===== config.mk =====
export PLATFORM = sky130hd
export DESIGN_NAME = pin_entry_controller
export DESIGN_NICKNAME = d
export VERILOG_FILES = /design/src/rtl/pin_ctrl_pkg.sv /design/src/rtl/pin_ctrl_timer.sv /design/src/rtl/pin_entry_controller.sv
export SDC_FILE = /design/constraint.sdc
export NUM_CORES = 1
export LEC_CHECK = 0
export ABC_AREA = 1
export CORE_UTILIZATION = 50
export CTS_BUF_LIST = sky130_fd_sc_hd__clkbuf_4 sky130_fd_sc_hd__clkbuf_8
export CTS_CLUSTER_SIZE = 16
export DETAILED_ROUTE_END_ITERATION = 10
export GPL_ROUTABILITY_DRIVEN = 0
export PLACE_DENSITY = 0.85
export SYNTH_ARGS = -nofsm -noshare
export SYNTH_HDL_FRONTEND = slang
export SYNTH_SLANG_ARGS = --single-unit

===== constraint.sdc =====
create_clock -name clk -period 1.6 [get_ports clk]
set_input_delay 0.32 -clock clk [delete_from_list [all_inputs] [get_ports clk]]
set_output_delay 0.32 -clock clk [all_outputs]
set_load 0.02 [all_outputs]

===== src/rtl/pin_ctrl_pkg.sv =====
// Shared types and key encodings for the PIN entry sequencer.
package pin_ctrl_pkg;

    typedef enum logic [2:0] {
        ST_IDLE,
        ST_ENTRY,
        ST_FULL,
        ST_CHECK,
        ST_WAIT,
        ST_UNLOCKED,
        ST_LOCKOUT
    } state_t;

    localparam logic [3:0] KEY_CLEAR     = 4'hA;
    localparam logic [3:0] KEY_ENTER     = 4'hB;
    localparam logic [3:0] KEY_DIGIT_MAX = 4'h9;

    function automatic logic is_digit(input logic [3:0] code);
        return code <= KEY_DIGIT_MAX;
    endfunction

endpackage


===== src/rtl/pin_ctrl_timer.sv =====
// Loadable down-counter with a zero flag; shared by every timed wait of the sequencer.
module pin_ctrl_timer #(
    parameter int WIDTH = 8
) (
    input  logic             clk,
    input  logic             reset,
    input  logic             load,
    input  logic             enable,
    input  logic [WIDTH-1:0] load_value,
    output logic             zero
);

    logic [WIDTH-1:0] count;

    always_ff @(posedge clk) begin
        if (reset) begin
            count <= '0;
        end else if (load) begin
            count <= load_value;
        end else if (enable && (count != '0)) begin
            count <= count - 1'b1;
        end
    end

    assign zero = (count == '0);

endmodule


===== src/rtl/pin_entry_controller.sv =====
// Keypad sequencer in front of the PIN checker: entry, request, verdict, unlock and lockout.
// Define PIN_CTRL_INACTIVITY_TIMEOUT_EN to discard partial entries after ENTRY_TIMEOUT idle cycles.
module pin_entry_controller
    import pin_ctrl_pkg::*;
#(
    parameter int MAX_ATTEMPTS    = 3,
    parameter int LOCKOUT_CYCLES  = 100,
    parameter int VERDICT_TIMEOUT = 16,
    parameter int ENTRY_TIMEOUT   = 50
) (
    input  logic        clk,
    input  logic        reset,
    input  logic        key_valid,
    input  logic [3:0]  key_code,
    output logic [15:0] pin_out,
    output logic        check_req,
    input  logic        granted_in,
    input  logic        denied_in,
    input  logic        relock,
    output logic        unlocked,
    output logic        locked_out,
    output logic [2:0]  fail_count,
    output logic [2:0]  digit_count
);

    localparam int T_MAX_A = (LOCKOUT_CYCLES > VERDICT_TIMEOUT) ? LOCKOUT_CYCLES : VERDICT_TIMEOUT;
    localparam int T_MAX   = (T_MAX_A > ENTRY_TIMEOUT) ? T_MAX_A : ENTRY_TIMEOUT;
    localparam int TIMER_W = $clog2(T_MAX + 1);
    localparam logic [2:0] MAX_FAIL = 3'(MAX_ATTEMPTS);

    state_t               state;
    logic                 key_accept;
    logic                 verdict_grant;
    logic                 verdict_deny;
    logic                 entry_expired;
    logic [2:0]           fail_next;
    logic                 timer_load;
    logic                 timer_enable;
    logic [TIMER_W-1:0]   timer_value;
    logic                 timer_zero;

    assign key_accept = key_valid
                     && (state == ST_IDLE || state == ST_ENTRY || state == ST_FULL)
                     && (is_digit(key_code) || key_code == KEY_CLEAR || key_code == KEY_ENTER);

    // Both verdict lines high is treated as a denial (fail-safe).
    assign verdict_grant = granted_in && !denied_in;
    assign verdict_deny  = denied_in || (!granted_in && timer_zero);
    assign fail_next     = (fail_count < MAX_FAIL) ? fail_count + 3'd1 : fail_count;

`ifdef PIN_CTRL_INACTIVITY_TIMEOUT_EN
    assign entry_expired = (state == ST_ENTRY || state == ST_FULL) && !key_accept && timer_zero;
`else
    assign entry_expired = 1'b0;
`endif

    // Loads are set up one cycle ahead so the zero flag lands on the terminal edge.
    always_comb begin
        // NOTE: every output gets a default first, so no path leaves it unassigned and no latch is inferred.
        timer_load   = 1'b0;
        timer_enable = 1'b0;
        timer_value  = '0;
        if (key_accept) begin
            timer_load  = 1'b1;
            timer_value = TIMER_W'(ENTRY_TIMEOUT - 1);
        end else begin
            case (state)
                ST_CHECK: begin
                    timer_load  = 1'b1;
                    timer_value = TIMER_W'(VERDICT_TIMEOUT - 1);
                end
                ST_WAIT: begin
                    if (verdict_deny && fail_next == MAX_FAIL) begin
                        timer_load  = 1'b1;
                        timer_value = TIMER_W'(LOCKOUT_CYCLES - 1);
                    end else begin
                        timer_enable = 1'b1;
                    end
                end
                ST_LOCKOUT: timer_enable = 1'b1;
`ifdef PIN_CTRL_INACTIVITY_TIMEOUT_EN
                ST_ENTRY, ST_FULL: timer_enable = 1'b1;
`endif
                default: timer_enable = 1'b0;
            endcase
        end
    end

    pin_ctrl_timer #(.WIDTH(TIMER_W)) u_timer (
        .clk        (clk),
        .reset      (reset),
        .load       (timer_load),
        .enable     (timer_enable),
        .load_value (timer_value),
        .zero       (timer_zero)
    );

    // NOTE: sequential state uses non-blocking assignments so every register samples pre-edge values.
    always_ff @(posedge clk) begin
        if (reset) begin
            state       <= ST_IDLE;
            pin_out     <= 16'h0000;
            check_req   <= 1'b0;
            unlocked    <= 1'b0;
            locked_out  <= 1'b0;
            fail_count  <= 3'd0;
            digit_count <= 3'd0;
        end else begin
            check_req <= 1'b0;
            case (state)
                ST_IDLE, ST_ENTRY, ST_FULL: begin
                    if (key_accept) begin
                        if (key_code == KEY_CLEAR) begin
                            pin_out     <= 16'h0000;
                            digit_count <= 3'd0;
                            state       <= ST_IDLE;
                        end else if (key_code == KEY_ENTER) begin
                            if (state == ST_FULL) begin
                                state     <= ST_CHECK;
                                check_req <= 1'b1;
                            end
                        end else if (digit_count < 3'd4) begin
                            pin_out     <= {pin_out[11:0], key_code};
                            digit_count <= digit_count + 3'd1;
                            state       <= (digit_count == 3'd3) ? ST_FULL : ST_ENTRY;
                        end
                    end else if (entry_expired) begin
                        pin_out     <= 16'h0000;
                        digit_count <= 3'd0;
                        state       <= ST_IDLE;
                    end
                end
                ST_CHECK: state <= ST_WAIT;
                ST_WAIT: begin
                    if (verdict_grant) begin
                        state      <= ST_UNLOCKED;
                        unlocked   <= 1'b1;
                        fail_count <= 3'd0;
                    end else if (verdict_deny) begin
                        fail_count  <= fail_next;
                        pin_out     <= 16'h0000;
                        digit_count <= 3'd0;
                        if (fail_next == MAX_FAIL) begin
                            state      <= ST_LOCKOUT;
                            locked_out <= 1'b1;
                        end else begin
                            state <= ST_IDLE;
                        end
                    end
                end
                ST_UNLOCKED: begin
                    if (relock) begin
                        state       <= ST_IDLE;
                        unlocked    <= 1'b0;
                        pin_out     <= 16'h0000;
                        digit_count <= 3'd0;
                    end
                end
                ST_LOCKOUT: begin
                    if (timer_zero) begin
                        state      <= ST_IDLE;
                        locked_out <= 1'b0;
                        fail_count <= 3'd0;
                    end
                end
                default: state <= ST_IDLE;
            endcase
        end
    end

endmodule


==> out/metrics.yaml <==
vias: 2753
drt_first_iter_violations: 261
die-height_um: 67.0
syn_nets: 315
firstDrtPassIters: 5
p_total_uw: 8180
cts_tree: "yes"
dpl_cell_area_um2: 2790
area_delta_synth_final_pct: 67.0
nFillCells: 196
crit_start: "key_valid"
nNetsFinal: 414
grt_max_degree: 21
row_count: 23
synthArstFlopShare: 0
pwr-share-comb: 0.722
hp-start: "pin_out[14]"
drv_cap: 0
port-buffer-count: 34
critPathArrivalTime_ps: 2090
switching_share: 0.492
ios: 35
regArea_um2: 714
worstReg2RegStart: "u_timer.count[0]"
ys_ff_latch: 35
cts_buffers: 5
wl_per_cell_um: 20.4
ant_nets: 0
reg2reg_slack_ps: -260
drive_gt1_frac: 0.435
drv_slew: 0
cts_sinks: 35
yosysWarnings: 0
clockBufferDepth: 2
vias_per_cell: 6.12
rsz0062_at_grt: "true"
path_clk_slew_ps: 80
netlist.area_leader.share: 0.332
crit_required_ps: 1820
hpwl_mm: 4.12
clk_latency_ps: 300
synth_area_um2: 2110
clock_skew_ps: 6.42
fmax_mhz: 536
timing.final.crit_share: 1.17
synth-edff-count: 0
synth.most_common_cell: "nor2_1"
synth_ff_type: "dfxtp_1"
grt_pass1_wl_mm: 10.5
design_area_um2: 3530
synthCells: 300
peakVddDrop_mv: 1.47
pre_cts_ws_ps: -458
avgSynthCellArea_um2: 7.04
yosysTopAreaCell: "dfxtp_1"
coreArea_um2: 4030
clock_power_share: 0.084
multi_input_area_um2: 1500
antenna_found_initial: 0
die-width_um: 67.0
worst_pin_slew_ps: 320
worstSetupEndpointType: "register"
setup_viol: 34
p_seq_frac: 0.194
layout_setup_ws_ps: -266
cp-start-kind: "input pin"
p_leak_uw: 0.00166
path_class: "in2reg"
seq_area_frac_synth: 0.332
groute.usage.overall: 0.313
wirelength_mm: 9.20
slew_headroom: 0.785
status: "finished with violations"
p_per_area_nw_per_um2: 2320
grt_pass1_vias: 2347
failed_checks: "negative setup slack"
ys_top_cells_by_area: "dfxtp_1, nor2_1, inv_1"
hold_class: "reg2reg"
min_period_ps: 1870
drc: 0
clockRootBuffer: "clkbuf_8"
switching_power_uw: 4020
die_area_um2: 4490
finalHoldViolCount: 0
intPower_uw: 4160
antennaDiodeCount: 0
synth.top_cells.by_count: "nor2_1, inv_1, nand2_1"
overflow: 0
htree_num_levels: 2
path_max_fanout: 7
start_util: 0.525
ys_types: 37
-- flip-flops by register name (all words and copies together), names as in the netlist --
name and count:
pin_out 16, u_timer.count 7, digit_count 3, fail_count 3, state 3, check_req 1
locked_out 1, unlocked 1
-- final cells by class --
type | count | area share
clock buffers | 6 | 0.0216
clock inverters | 2 | 0.00355
inverters | 47 | 0.0507
multi-input cells | 208 | 0.426
flip-flops and latches | 35 | 0.202
well taps | 50 | 0.0177
repair buffers | 102 | 0.278
-- worst paths after layout --
path	endpoint	cells after the start
max	digit_count[2]	8
min	pin_out[14]	2
max reg2reg	digit_count[2]	10
min reg2reg	pin_out[14]	2
-- timing repair --
action,in CTS,in global routing
setup buffers,11,8
resized for setup,48,79
endpoints found under the setup margin,33,40
gates cloned,1,5
pin swaps,16,29
hold buffers,0,0
-- stage by stage --
stage          cells  hold slack, ps  TNS [ps]  utilization
3_5_place_dp     418             440    -11760        0.693
2_1_floorplan    300             389         0            -
4_1_cts          438             452      -465        0.770
5_1_grt          450             503     -7250        0.876
6_report         450             494     -5500        0.876
3_3_place_gp     418             439     -9430        0.693
-- power by group through the flow --
| stage | Sequential [uW] | Clock (uW) | Combinational, uW |
|---|---|---|---|
| 2_1_floorplan | 1650 | 0 | 2330 |
| 3_3_place_gp | 1450 | 0 | 3760 |
| 3_5_place_dp | 1450 | 0 | 3890 |
| 4_1_cts | 1450 | 676 | 4500 |
| 5_1_grt | 1600 | 718 | 6180 |
| 6_report | 1580 | 688 | 5910 |
-- cells by family (layout without fill, tap and decap cells) --
| logic type | after synthesis | count (layout) | synth area share |
|---|---|---|---|
| buffers and inverters | 57 | 157 | 0.126 |
| AOI/OAI and AO/OA | 61 | 61 | 0.169 |
| DFF | 35 | 35 | 0.332 |
| xor gates and xnor gates | 3 | 3 | 0.0124 |
| adders and majority gates | 5 | 5 | 0.0296 |
| and+or+nand+nor | 139 | 139 | 0.332 |
-- layout by cell type, fill, tap and decap left out, drive strengths merged --
cell type / count
nand3b: 1
dlygate4sd2: 6
clkinv: 2
a21oi: 26
nor3: 4
inv: 46
clkinvlp: 1
nand2: 42
nand4: 7
xor2: 3
dfxtp: 35
a31oi: 1
nor2: 61
dlymetal6s2s: 8
clkdlybuf4s50: 20
a21boi: 1
clkbuf: 10
buf: 64
o2111ai: 1
nor4: 1
ha: 5
o21ai: 30
o22ai: 1
o31ai: 1
or2: 1
nand3: 22
-- routing by layer --
metal	vias up	part of all wire	global-route usage
met4	0	0.090	0.160
li1	1167	-	-
met2	201	0.49	0.566
met3	97	0.064	0.0599
met1	1288	0.35	0.340
met5	-	0	0
-- critical path: stages --
cell and delay [ps]:
clkdlybuf4s50_1 470, a21boi_4 200, nor2_1 100, nor2_2 190, nand4_4 270, clkbuf_16 260, buf_4 130, a21oi_2 140
Power figures use the tool's default switching activity.
